## src/rtl/row_loader.sv

```systemverilog
// row_loader: fetches ROWS 64-bit words from memory (row r at BASE+r) and
// streams each one, least-significant byte first, into that row's byte FIFO.
//
// Handshakes:
//  - Memory request: mem_read/mem_address are held until mem_waitrequest is
//    low. The request is accepted in that cycle. The single response is the
//    first mem_readdatavalid seen in WAIT. Valid pulses in any other state are
//    dropped.
//  - FIFO write: fifo_wren[row] is a write strobe qualified by
//    !fifo_full[row]. A byte is written, and the byte counter advances, only
//    in a cycle where the strobe is high.
`timescale 1ns/1ps
module row_loader #(
  parameter int          ROWS   = 9,
  parameter int          ADDR_W = 32,
  parameter int unsigned BASE   = 0
) (
  input  logic              clk,
  input  logic              rst_n,
  input  logic              start,
  output logic              busy,
  output logic              done,
  output logic              mem_read,
  output logic [ADDR_W-1:0] mem_address,
  input  logic              mem_waitrequest,
  input  logic [63:0]       mem_readdata,
  input  logic              mem_readdatavalid,
  output logic [ROWS-1:0]   fifo_wren,
  output logic [7:0]        fifo_wdata,
  input  logic [ROWS-1:0]   fifo_full,
  output logic [2:0]        dbg_state
);

  localparam int RW = (ROWS > 1) ? $clog2(ROWS) : 1;

  typedef enum logic [2:0] {
    S_IDLE = 3'd0,
    S_REQ  = 3'd1,
    S_WAIT = 3'd2,
    S_FILL = 3'd3,
    S_DONE = 3'd4
  } state_e;

  state_e        state_q, state_d;
  logic [RW-1:0] row_q,   row_d;
  logic [2:0]    byte_q,  byte_d;
  logic [63:0]   data_q,  data_d;

  logic          row_full;
  logic          last_row;

  assign row_full = fifo_full[row_q];
  assign last_row = (row_q == RW'(ROWS - 1));

  // State and datapath registers; reset abandons any load in progress.
  always_ff @(posedge clk or negedge rst_n) begin
    if (!rst_n) begin
      state_q <= S_IDLE;
      row_q   <= '0;
      byte_q  <= '0;
      data_q  <= '0;
    end else begin
      state_q <= state_d;
      row_q   <= row_d;
      byte_q  <= byte_d;
      data_q  <= data_d;
    end
  end

  // Next-state logic: sequence REQ -> WAIT -> 8x FILL per row, then DONE.
  always_comb begin
    state_d = state_q;
    row_d   = row_q;
    byte_d  = byte_q;
    data_d  = data_q;
    case (state_q)
      S_IDLE, S_DONE: begin
        if (start) begin
          row_d   = '0;
          state_d = S_REQ;
        end
      end
      S_REQ: begin
        if (!mem_waitrequest) state_d = S_WAIT;
      end
      S_WAIT: begin
        if (mem_readdatavalid) begin
          data_d  = mem_readdata;
          byte_d  = '0;
          state_d = S_FILL;
        end
      end
      S_FILL: begin
        // A full FIFO stalls the byte counter so no byte is lost or repeated.
        if (!row_full) begin
          byte_d = byte_q + 3'd1;
          if (byte_q == 3'd7) begin
            if (last_row) begin
              state_d = S_DONE;
            end else begin
              row_d   = row_q + RW'(1);
              state_d = S_REQ;
            end
          end
        end
      end
      default: state_d = S_IDLE;
    endcase
  end

  // Output decode from registered state; only fifo_full reaches an output
  // combinationally, as the write qualifier.
  always_comb begin
    busy        = 1'b0;
    done        = 1'b0;
    mem_read    = 1'b0;
    mem_address = '0;
    fifo_wren   = '0;
    fifo_wdata  = '0;
    case (state_q)
      S_REQ: begin
        busy        = 1'b1;
        mem_read    = 1'b1;
        mem_address = ADDR_W'(BASE) + ADDR_W'(row_q);
      end
      S_WAIT: busy = 1'b1;
      S_FILL: begin
        busy       = 1'b1;
        fifo_wdata = data_q[{byte_q, 3'b000} +: 8];
        if (!row_full) fifo_wren[row_q] = 1'b1;
      end
      S_DONE: done = 1'b1;
      default: ;
    endcase
  end

  assign dbg_state = state_q;

endmodule

```

## config.mk

```make
export PLATFORM = sky130hd
export DESIGN_NAME = row_loader
export DESIGN_NICKNAME = d
export VERILOG_FILES = /design/src/rtl/row_loader.sv
export SDC_FILE = /design/constraint.sdc
export NUM_CORES = 1
export LEC_CHECK = 0
export CAP_MARGIN = 20
export CORE_MARGIN = 4
export CORE_UTILIZATION = 63
export CTS_CLUSTER_DIAMETER = 200
export DETAILED_ROUTE_END_ITERATION = 8
export DONT_BUFFER_PORTS = 1
export PLACE_DENSITY = 0.79
export SLEW_MARGIN = 10
export SYNTH_ARGS = -nofsm -noshare
export SYNTH_HDL_FRONTEND = slang
export SYNTH_SLANG_ARGS = --single-unit
```

## constraint.sdc

```tcl
create_clock -name clk -period 2.6 [get_ports clk]
set_input_delay 0.39 -clock clk [delete_from_list [all_inputs] [get_ports clk]]
set_output_delay 0.39 -clock clk [all_outputs]
set_load 0.03 [all_outputs]
```

After elaboration in Yosys (flattened, before gate mapping)
Index checks and enable logic that the tools add are counted.
- logic and storage cells: 57
- flip-flop bits (word level): 74
- shift operators: 1
- equal/unequal tests: 12
- $add $sub $neg: 2
- reduce and logical (&&, ||, !) cells: 10
- multiplexer cells: 26
- $lt $le $gt $ge: 2
- operators by type and width (kind ; count):
    64-bit by 7-bit indexed part select with 8-bit output ; 1
    3-bit 2-to-1 mux ; 8
    4-bit 2-to-1 mux ; 5
    9-bit 2-to-1 mux ; 2
    2-bit inequality test, second input constant ; 6
    3-bit case mux with 4 select lines ; 1
    5-bit AND reduction ; 2
    8-bit 2-to-1 mux ; 1
    4-bit case mux with 2 select lines ; 1
    3-bit by 2-bit == test with 1-bit output, second input constant ; 2
    3-bit == test, second input constant ; 2
    3-bit case mux with 2 select lines ; 1
    4-bit by 5-bit < comparator with 1-bit output, second input constant ; 1
    1-bit 2-to-1 mux ; 5
    4-bit by 1-bit adder with 4-bit output, second input constant ; 1
    1-bit binary-select mux with 4-bit select ; 1
    1-bit demux with 4-bit select ; 1
    4-bit == test, second input constant ; 1
    4-bit by 1-bit >= comparator with 1-bit output, second input constant ; 1
    2-bit nonzero test ; 2
    3-bit by 1-bit adder with 3-bit output, second input constant ; 1
    3-bit by 1-bit == test with 1-bit output, second input constant ; 1
    3-bit zero test ; 1
    3-bit AND reduction ; 1
    4 further kinds ; 4

Logic depth before layout (Yosys ltp)
Gate-level depths: netlist (run 1).
- depth after elaboration: 6
- depth in mapped cells: 8

Worst setup path before layout (run 1)
OpenSTA, ideal clock, no wires.
- path type: flip-flop to output port
- start point: register row_q[0]
- end point: output port fifo_wren[2]
- cell stages (with the launch flop): 8
- data arrival time: 2189 ps
- setup slack: 21 ps
- path buffers: 2
- path through: dfrtp_1 > buf_6 > mux2i_1 > o211ai_2 > o22ai_1 > nand2_1 > buf_2 > nor4_1
- word-level cells in the longest chain between the ends: 6
- ends and longest elaborated chain (what ; RTL line ; RTL):
    from (decl) ; 45 ; logic [RW-1:0] row_q, row_d;
    from (signal assigned) ; 64 ; row_q <= row_d;
    4-bit by 5-bit < comparator with 1-bit output (implied by the code) / 4-bit by 1-bit >= comparator with 1-bit output (equally long branches) ; 130 ; if (!row_full) fifo_wren[row_q] = 1'b1;
    1-bit logical AND (implied by the code) ; 130 ;
    1-bit 2-to-1 mux (implied by the code) ; 130 ;
    1-bit demux with 4-bit select ; 130 ;
    9-bit 2-to-1 mux * ; 130 ;
    9-bit 2-to-1 mux * ; 120 ; case (state_q)
    to (decl) ; 28 ; output logic [ROWS-1:0] fifo_wren,
Mark *: on every way between the ends. The rest lies on a longest branch, timed or not. The select of a mux whose other input is x is not followed.

Worst setup path after layout (run 1)
Ends and elaborated chain as after synthesis.

==> results.md, run 1 <==
* First-pass GRT wire length at 11900 um
* Critical Path Start Type: register
* Number of H-tree levels at 3
* Initial antenna violation count at 0
* Syn_area_per_cell at approximately 13 um^2
* Reg2reg setup slack at 0.49 ns
* # port buffers at 0
* Chip width at ~90 um
* Die Y at 87.6 um
* Critical path type: reg -> out
* Nets at 405
* Gpl congestion at 0.869
* Grt ovf at 0
* Share of cells above drive strength 1 at 41.1%
* R2R depth at 7
* Worst Skew at 0.00598 ns
* Arrival time worst endpoint at 2.07 ns
* DRC Markers at 0
* Post-synth ARST share at 100%
* Die area at 7670 um^2
* Worst vdd ir at slightly below 0.8 mV
* Bufs and invs on worst path at 2
* RSZ-0062 raised after global routing: false
* TritonCTS clock tree: built
* Vias post-DR at 2277
* Max Cap Violations at 0
* Post-CTS Setup Bufs at 0
* Synth Cell Area at 3990 um^2
* CP top delay family: flip-flops
* Post-synth top area share at 46.4%
* CTS root buf: clkbuf_8
* Cell variety after synth at 42
* Pleak at ~1.9 nW
* Bufs on Longest Clock Path at 2
* Fin crit share at 94.5%
* P per Cell Area at 1350 nW/um^2
* Post-layout min period at 2.46 ns
* ANT nets after route at 0
* Worst Hold Class: in -> reg
* Synth area leader: dfrtp_1
* R2r startpoint: byte_q[0]$_DFFE_PN0P_
* DR WL/cell at 18.9 um
* Post-Synthesis Cells at about 300
* Clock-pin slew on the worst setup and hold paths at approximately 0.070 ns
* Critical path's slowest cell: dfrtp_2
* EDFF count, synth at 0
* Placed instance area at between 4000 and 5000 um^2
* Slew Limit Fails at 0
* Largest net degree at the start of global routing at 75
* Ports at 133
* Seq/Total Area, Yosys at between 40% and 50%
* Status: complete, no violations
* Crit. End Element: output port
* Ys flop type: dfrtp_1
* Crit path required time at about 2.2 ns
* Core ar. at 6030 um^2
* Most frequent CP cell: buf_4
* Detailed Place HPWL at 5540 um
* Fin. Hold Viols at 0
* Layout area overhead at 7.90%
* Worst R2R End: row_q[0]$_DFFE_PN0P_
* Flops & latches, synth at 74
* Starting Density at 66.2%
* Ys Warns at 0
* Skew-Pair Late Insertion Delay at 0.33 ns
* Clk sinks at 74
* TNS Setup at 0 ns
* Max FO, Critical Path at 12
* GR Util All Layers at 20.7%
* Worst-Margin Slew at 0.555 ns
* Post-route design area at 4300 um^2
* Diode count at 0
* Initial DRT Pass Iterations at 4
* Critical Path Source: row_q[0]$_DFFE_PN0P_
* Routed WL at around 7600 um
* WP depth at 7
* Largest cells by area after synthesis: dfrtp_1, mux2_2, mux4_2
* Initial drt markers at just under 100
* Num CTS Buffers at 9
* Final setup viols at 0
* Fmax at 0.407 GHz
* Vias per cell at 5.68
* Normalized max-slew margin at between 60% and 70%
* Vias in the first global route at between 2000 and 2500
* Critical Path, Cell by Cell: mux2i_1 -> o211ai_2 -> o22ai_1 -> nand2_1 -> buf_4 -> nor4_1 -> buf_4
* Worst setup endpoint: fifo_wren[2]
* Num rows at 28
* Max stage delay on crit path at 0.50 ns
## state kept, by name (all words and copies together) (netlist names)
signal and cells:
dbg_state 3, data_q 64, byte_q 3, row_q 4
## where the power goes
part	internal, mW	total, mW	switching, mW
Clock	0.442	0.828	0.386
Sequential	1.71	2.09	0.374
Combinational	1.45	2.91	1.46
Total	3.61	5.82	2.22
## per-stage QoR
step | setup WS, ns | hold WS (ns) | total power, mW | cells | util (%)
global route | 0.0446 | 0.149 | 6.24 | 401 | 71.4
detailed placement | 0.362 | 0.0962 | 5.02 | 383 | 67.8
CTS | 0.0800 | 0.161 | 5.88 | 401 | 71.4
global placement | 0.433 | 0.0963 | 4.90 | 383 | 67.8
finish | 0.142 | 0.169 | 5.82 | 401 | 71.4
floorplan | 0.0207 | 0.0944 | 4.29 | 330 | -
## kinds of logic (layout without fill, tap and decap cells)
kind of cell	count (synthesis)	in the layout	synth area share [%]
flip-flops	74	74	46.4
other	1	28	0.0940
multiplexers	97	97	31.5
AO/OA/AOI/OAI	17	17	3.64
adder cells (fa/ha/maj)	6	6	1.88
AND/OR/NAND/NOR	53	53	8.06
buffers and inverters	55	51	8.44
## worst min-delay path by stage
stage	from	to	slack, ns	cells after the start
floorplan	rst_n	byte_q[0]$_DFFE_PN0P_	0.09	0
global placement	rst_n	data_q[20]$_DFFE_PN0P_	0.1	0
detailed placement	rst_n	data_q[28]$_DFFE_PN0P_	0.1	0
CTS	start	dbg_state[2]$_DFFE_PN0P_	0.16	1
global route	start	dbg_state[2]$_DFFE_PN0P_	0.15	1
finish	start	dbg_state[2]$_DFFE_PN0P_	0.17	1
## layer usage
| layer | wire length (um) | vias up | GRT usage [%] |
|---|---|---|---|
| li1 | - | 1068 | - |
| met1 | 2810 | 1106 | 23.1 |
| met5 | 0 | - | 0 |
| met4 | 148 | 0 | 7.81 |
| met2 | 3950 | 91 | 36.5 |
| met3 | 667 | 12 | 6.96 |
## cell usage after synthesis (2+ instances only)
| cell type | n |
|---|---|
| mux2_2 | 67 |
| mux2i_1 | 14 |
| nor4b_2 | 3 |
| mux4_2 | 16 |
| and3_1 | 2 |
| clkbuf_1 | 4 |
| ha_1 | 6 |
| nor2_1 | 13 |
| a21oi_1 | 4 |
| o22ai_1 | 2 |
| a211o_1 | 2 |
| and2_1 | 4 |
| nor2b_1 | 5 |
| buf_2 | 14 |
| nor3_1 | 6 |
| nand2_1 | 9 |
| inv_1 | 7 |
| buf_4 | 28 |
| dfrtp_1 | 74 |
## cell type report
| cell class | instances | area (um^2) |
|---|---|---|
| Tap cell | 75 | 93.8 |
| Clock buffer | 13 | 139 |
| Fill cell | 424 | 1720 |
| Clock inverter | 3 | 40.0 |
| Multi-Input combinational cell | 201 | 1910 |
| Timing Repair Buffer | 28 | 245 |
| Inverter | 7 | 26.3 |
| Sequential cell | 74 | 1850 |
## cell usage in the layout (no fill, tap or decap), drive strengths merged, types with 2 or more instances in the layout
| cell type | instances |
|---|---|
| nor2 | 13 |
| a211o | 2 |
| inv | 7 |
| nor2b | 5 |
| nand2 | 9 |
| clkinv | 2 |
| o22ai | 2 |
| conb | 28 |
| and2 | 4 |
| ha | 6 |
| nor4b | 3 |
| mux2 | 67 |
| nor3 | 7 |
| mux2i | 14 |
| o21ai | 2 |
| clkbuf | 13 |
| nand2b | 2 |
| buf | 27 |
| a21oi | 4 |
| mux4 | 16 |
| and3 | 2 |
| dfrtp | 74 |
## timing repair
action                                  4_1_cts  5_1_grt
endpoints found under the hold margin        74        0
endpoints found under the setup margin        1        4
hold buffers                                  2        0
gates resized for setup                       1        1
No activity file was read; power rests on OpenSTA's default activity.
==> inputs of run 2 (changes only) <==
--- a/config.mk
+++ b/config.mk
@@ -7,11 +7,11 @@
 export LEC_CHECK = 0
 export CAP_MARGIN = 20
 export CORE_MARGIN = 4
-export CORE_UTILIZATION = 63
+export CORE_UTILIZATION = 66
 export CTS_CLUSTER_DIAMETER = 200
 export DETAILED_ROUTE_END_ITERATION = 8
 export DONT_BUFFER_PORTS = 1
-export PLACE_DENSITY = 0.79
+export PLACE_DENSITY = 0.82
 export SLEW_MARGIN = 10
 export SYNTH_ARGS = -nofsm -noshare
 export SYNTH_HDL_FRONTEND = slang
==> constraint.sdc (replaced) <==
create_clock -name clk -period 3 [get_ports clk]
set_input_delay 0.45 -clock clk [delete_from_list [all_inputs] [get_ports clk]]
set_output_delay 0.45 -clock clk [all_outputs]
set_load 0.03 [all_outputs]
==> run 2 against run 1 <==
Effect of this change:
- largest power group unchanged
- largest cell class unchanged
- power is 11% lower
- first-iteration DRC count is 16% higher
- setup slack better by 0.11 ns
- critical path type unchanged
- count of clock-buffer cells in the layout is 1 lower
- global-route usage is 2.0 points higher
- clock skew is 0.0015 ns higher
- flip-flop and latch count stayed put
- non-clock buffer count is 4 lower
==> results.md, run 2 (synthesized netlist as in run 1, its figures left out) <==
* Vias in the first global route at 2482 (+0.40%)
* Post-layout min period at ~2.7 ns
* Skew-Pair Late Insertion Delay at 0.34 ns (about the same)
* Max Cap Violations at 0 (unchanged)
* Status: complete, no violations
* Max FO, Critical Path at 12 (unchanged)
* Hold Crit Start: start
* Chip width at 85.7 um (-2.1%)
* Largest register FFs at 64 (unchanged)
* Gpl congestion at 0.831 (-4.3%)
* Number of H-tree levels at 3 (unchanged)
* Arrival time worst endpoint at 2.29 ns (+0.22 ns)
* Nets at 401 (-0.99%)
* Met1 wire length at 2930 um (+4.5%)
* R2r startpoint: byte_q[0]$_DFFE_PN0P_
* DR WL/cell at 19.4 um (+2.7%)
* RSZ-0062 raised after global routing: false
* Final Hold Slack at 0.226 ns (+0.0567 ns)
* Int Pwr at 3.22 mW (-11%)
* Initial drt markers at 114 (+16%)
* Sw frac at 37.7% (-0.37 points)
* Cell count after placement at 379 (-1.0%)
* P per Cell Area at 1190 nW/um^2 (-12%)
* GR Util All Layers at 22.7% (+2.0 points)
* ANT nets after route at 0 (unchanged)
* Non-Filler Instances at 397 (-1.0%)
* Max stage delay on crit path at 0.55 ns (+0.05 ns)
* Diode count at 0 (unchanged)
* FILL cells at 398 (-6.1%)
* Met3 Wirelength at 612 um (-8.2%)
* Top Metal Used: met4
* Starting Density at 67.8% (+1.6 points)
* # port buffers at 0 (unchanged)
* Hold Crit Endpoint: dbg_state[2]$_DFFE_PN0P_
* Critical path type: reg -> out
* DRC Markers at 0 (unchanged)
* Clock share of power at 16.9% (+2.7 points)
* Comb power frac at 47.8% (-2.1 points)
* Commonest non-fill, non-tap cell in the layout: dfrtp_1
* Share of cells above drive strength 1 at 41.0% (-0.11 points)
* Vias per cell at 5.86 (+3.3%)
* Switching power at 1.95 mW (-12%)
* Die Y at 85.7 um (-2.1%)
* Fin crit share at 91.5%
* Clock-pin slew on the worst setup and hold paths at 0.07 ns (about the same)
* CTS root buf: clkbuf_8
* Commonest cells after routing, fill and taps aside: dfrtp_1, mux2_2, conb_1
* Crit path required time at 2.55 ns (+0.34 ns)
* Post-route design area at 4320 um^2 (+0.44%)
* Bufs on Longest Clock Path at 2 (unchanged)
* R2R depth at 7 (unchanged)
* Reg2reg setup slack at 0.89 ns (+0.40 ns)
* TritonCTS clock tree: built
* Worst Hold Class: in -> reg
* Routed WL at 7700 um (+1.6%)
* First-pass GRT wire length at 12600 um (+6.7%)
* Flop pwr share at 35.3% (-0.5 points)
* Grt ovf at 0 (unchanged)
* Vias post-DR at 2328 (+2.2%)
* Largest net degree at the start of global routing at 75 (unchanged)
* Worst Skew at 0.00745 ns (+0.00148 ns)
* Detailed Place HPWL at 5620 um (+1.4%)
* Tot Pwr at 5.16 mW (-11%)
* Placed instance area at 4060 um^2 (-0.74%)
* Fmax at ~0.36 GHz
* Worst R2R End: row_q[0]$_DFFE_PN0P_
* Critical Path Start Type: register
* Core Util, Final at 73.4% (+2.0 points)
* TNS Setup at 0 ns (unchanged)
* Num rows at 28 (unchanged)
* Slew Limit Fails at 0 (unchanged)
* Top flop regs: data_q (64), row_q (4)
* Layout area overhead at 8.38%
* Die area at 7350 um^2 (-4.1%)
* Worst-Margin Slew at 0.549 ns (-0.00673 ns)
* WL met2 at 4060 um (+2.8%)
* Fin. Hold Viols at 0 (unchanged)
* Most flops, register: data_q
* Initial antenna violation count at 0 (unchanged)
* Num CTS Buffers at 9 (unchanged)
* Critical path's slowest cell: nor2_1
* Critical Path, Cell by Cell: mux2i_1 -> o211ai_2 -> o22ai_1 -> nand2_1 -> nor2_1
* Worst vdd ir at 0.815 mV (+4.2%)
* Ports at 133 (unchanged)
* Final setup viols at 0 (unchanged)
* Initial DRT Pass Iterations at 4 (unchanged)
* Crit. End Element: output port
* Hold Path Cell Cnt at 1 (unchanged)
* Pleak at 1.91 nW (+0.39%)
* Clk sinks at 74 (unchanged)
* Core ar. at 5890 um^2 (-2.3%)
* Normalized max-slew margin at 63.3% (+0.45 points)
* Final worst slack at 0.256 ns (+0.114 ns)
* DP Worst Slack at 0.507 ns (+0.146 ns)
run 2: layer usage:
| layer | global-route usage (%) | vias to the layer above |
|---|---|---|
| li1 | - | 1064 |
| met1 | 29.4 | 1170 |
| met2 | 37.1 | 86 |
| met3 | 6.05 | 8 |
| met4 | 8.20 | 0 |
| met5 | 0 | - |
run 2: worst max path at each step:
| stage | startpoint | to | slack, ns |
|---|---|---|---|
| after detailed placement | row_q[0]$_DFFE_PN0P_ | fifo_wren[8] | 0.51 |
| after floorplan | row_q[0]$_DFFE_PN0P_ | fifo_wren[2] | 0.36 |
| after global routing | row_q[0]$_DFFE_PN0P_ | fifo_wren[2] | 0.08 |
| final | row_q[0]$_DFFE_PN0P_ | fifo_wren[8] | 0.26 |
| after global placement | row_q[0]$_DFFE_PN0P_ | fifo_wren[8] | 0.61 |
| after CTS | row_q[0]$_DFFE_PN0P_ | fifo_wren[8] | 0.12 |
run 2: power groups by stage:
| stage | Combinational (mW) | Sequential [mW] | Clock (mW) |
|---|---|---|---|
| floorplan | 2.04 | 1.68 | 0 |
| global placement | 2.41 | 1.80 | 0 |
| detailed placement | 2.47 | 1.84 | 0 |
| CTS | 2.51 | 1.82 | 0.891 |
| global route | 2.70 | 1.89 | 0.935 |
| finish | 2.47 | 1.82 | 0.874 |
run 2: final cells by class:
type,instances,area (um^2),area share (%)
Multi-Input combinational cell,201,1910,44.1
Sequential cell,74,1850,42.9
Timing Repair Buffer,24,215,4.98
Clock buffer,12,155,3.59
Tap cell,75,93.8,2.17
Clock inverter,4,73.8,1.71
Inverter,7,26.3,0.608
run 2: worst max-delay path, delay by kind of cell (launching register included):
kind,cells,cell delay (ns)
simple gates,2,0.87
compound gates,2,0.32
flops,1,0.51
mux,1,0.25
run 2: timing repair:
item / 4_1_cts / 5_1_grt
hold buffers: 2 / 0
hold endpoints to repair: 74 / 0
setup buffers: 0 / 0
gates resized for setup: 0 / 1
setup endpoints to repair: 0 / 3
==> inputs of run 3 (changes only) <==
--- a/config.mk
+++ b/config.mk
@@ -6,12 +6,14 @@
 export NUM_CORES = 1
 export LEC_CHECK = 0
 export CAP_MARGIN = 20
+export CORE_ASPECT_RATIO = 2
 export CORE_MARGIN = 4
 export CORE_UTILIZATION = 66
 export CTS_CLUSTER_DIAMETER = 200
 export DETAILED_ROUTE_END_ITERATION = 8
 export DONT_BUFFER_PORTS = 1
 export PLACE_DENSITY = 0.82
+export SKIP_CTS_REPAIR_TIMING = 1
 export SLEW_MARGIN = 10
 export SYNTH_ARGS = -nofsm -noshare
 export SYNTH_HDL_FRONTEND = slang
==> run 3 against run 2 <==
Effect of this change:
- the run now ends with hold timing left
- power hardly changed
- wire length is 4.1% higher
- flip-flop and latch count stayed put
- global-route usage is 0.54 points higher
- final area is 0.46% lower
- fmax is 1.8% lower
- worst hold slack worse by 0.23 ns
- first-iteration DRC count is 15% higher
- sequential share of layout area is 0.17 points higher
- final cell count is 5.5% lower
- critical path type unchanged
- largest power group unchanged
==> results.md, run 3 (synthesized netlist as in run 1, its figures left out) <==
* Status: finished with violations
* Failing checks: hold timing
* Vias in the first global route at 2556 (+3.0%)
* Clk sinks at 74 (unchanged)
* # port buffers at 0 (unchanged)
* Switching power at 1.92 mW (-1.1%)
* Final Hold Slack at -0.00316 ns (-0.229 ns)
* Largest net degree at the start of global routing at 75 (unchanged)
* Max stage delay on crit path at 0.60 ns (+0.05 ns)
* P per Cell Area at 1200 nW/um^2 (+0.51%)
* Ports at 133 (unchanged)
* Starting Density at 68.7% (+0.92 points)
* Fin crit share at 93.1% (+1.7 points)
* Max Cap Violations at 0 (unchanged)
* Initial DRT Pass Iterations at 4 (unchanged)
* Top flop regs: data_q (64), row_q (4)
* Largest register FFs at 64 (unchanged)
* Vias per cell at 6.20 (+5.8%)
* Worst Skew at 0.00502 ns (-0.00243 ns)
* Num rows at 39 (+39%)
* Tot Pwr at 5.17 mW (about the same)
* Clock share of power at 19.8% (+2.9 points)
* Cell count after placement at 359 (-5.3%)
* Normalized max-slew margin at 58.1% (-5.2 points)
* Sw frac at 37.3% (-0.43 points)
* Most flops, register: data_q
* RSZ-0062 raised after global routing: false
* Layout area overhead at 7.87%
* Bufs and invs on worst path at 0 (unchanged)
* Worst vdd ir at 0.700 mV (-14%)
* Int Pwr at 3.24 mW (+0.73%)
* DRC Markers at 0 (unchanged)
* DR WL/cell at 21.4 um (+10%)
* CP top delay family: simple AND/OR/NAND/NOR gates
* Nets at 394 (-1.7%)
* Crit. End Element: output port
* Commonest cells after routing, fill and taps aside: dfrtp_1, mux2_2, conb_1
* Vias post-DR at 2326 (-0.086%)
* Bufs on Longest Clock Path at 2 (unchanged)
* Worst Hold Class: in -> async
* Initial antenna violation count at 0 (unchanged)
* Critical Path, Cell by Cell: mux2i_1 -> o211ai_2 -> o22ai_1 -> nand2_1 -> nor2_1
* ANT nets after route at 0 (unchanged)
* Core Util, Final at 74.1% (+0.65 points)
* Slew Limit Fails at 0 (unchanged)
* Comb power frac at 44.0% (-3.8 points)
* Placed instance area at 3990 um^2 (-1.6%)
* Flop pwr share at 36.2% (+0.9 points)
* Grt ovf at 0 (unchanged)
* Number of H-tree levels at 3 (unchanged)
* Non-Filler Instances at 375 (-5.5%)
* Critical path's slowest cell: dfrtp_1
* Die Y at 118 um (+38%)
* Crit path required time at 2.55 ns (about the same)
* CTS root buf: clkbuf_16
* Fin. Hold Viols at 4 (+4)
* Pleak at 1.90 nW (-0.43%)
* GR Util All Layers at 23.2% (+0.54 points)
* Die area at 7430 um^2 (+1.0%)
* Commonest non-fill, non-tap cell in the layout: dfrtp_1
* Final setup viols at 0 (unchanged)
* FILL cells at 382 (-4.0%)
* Chip width at 63.0 um (-27%)
* Critical Path Start Type: register
* Fmax at 0.358 GHz (-1.8%)
* Routed WL at 8020 um (+4.1%)
* Initial drt markers at 131 (+15%)
* Gpl congestion at 0.806 (-3.1%)
* Critical path type: reg -> out
* Share of cells above drive strength 1 at 39.2% (-1.8 points)
* Num CTS Buffers at 9 (unchanged)
* Multi-input logic area at 1900 um^2 (-0.20%)
* Clock-pin slew on the worst setup and hold paths at 0.05 ns (-0.02 ns)
* DP Worst Slack at 0.520 ns (+0.0129 ns)
* TNS Setup at 0 ns (unchanged)
* Max FO, Critical Path at 12 (unchanged)
* Final worst slack at 0.206 ns (-0.0503 ns)
* Diode count at 0 (unchanged)
* First-pass GRT wire length at 13100 um (+3.9%)
* Skew-Pair Late Insertion Delay at 0.32 ns (-0.02 ns)
* Post-layout min period at 2.79 ns (+0.0503 ns)
* Detailed Place HPWL at 5860 um (+4.4%)
* Register area at 1850 um^2 (about the same)
* Post-route design area at 4300 um^2 (-0.46%)
* TritonCTS clock tree: built
* Arrival time worst endpoint at 2.34 ns (+0.05 ns)
* Worst-Margin Slew at 0.626 ns (+0.0775 ns)
* Core ar. at 5810 um^2 (-1.3%)
## run 3: path summary, 6_finish.rpt
path                                         from                  endpoint  cells past startpoint  slack (ns)
min in group clk                            start  dbg_state[2]$_DFFE_PN0P_                      1        0.23
hold / removal                              rst_n    data_q[10]$_DFFE_PN0P_                      1      -0.003
setup reg to reg            byte_q[1]$_DFFE_PN0P_      row_q[0]$_DFFE_PN0P_                      6        0.74
setup / recovery             row_q[0]$_DFFE_PN0P_              fifo_wren[8]                      5        0.21
hold reg to reg            data_q[27]$_DFFE_PN0P_    data_q[27]$_DFFE_PN0P_                      1        0.50
max in group asynchronous                   rst_n    data_q[30]$_DFFE_PN0P_                      1        2.68
## run 3: power by group through the flow
stage | combinational (mW) | clock (mW) | sequential, mW
after floorplan | 2.04 | 0 | 1.68
after global routing | 2.48 | 1.10 | 1.94
after detailed placement | 2.27 | 0 | 1.89
final | 2.27 | 1.02 | 1.87
after global placement | 2.21 | 0 | 1.84
after CTS | 2.28 | 1.05 | 1.88
## run 3: final cells by class
cell class | instances | area share (%)
inverter | 7 | 0.611
tap | 61 | 1.77
clock inverter | 3 | 0.931
multi-input combinational | 201 | 44.2
timing repair buffer | 17 | 3.72
sequential | 74 | 43.0
clock buffer | 12 | 5.73
## run 3: worst register-to-register path, stage by stage (launching register included)
cell and delay (ns):
dfrtp_1 0.72, ha_1 0.27, ha_1 0.18, inv_1 0.08, o32ai_4 0.46, o21bai_1 0.14, mux2_2 0.28
## run 3: layer usage
layer  GRT usage [%]  up-vias  routed length [um]
met4            12.2        0                 284
met2            40.6      100                4500
li1                -     1038                   -
met1            23.7     1165                2600
met3            8.02       23                 623
met5               0        -                   0
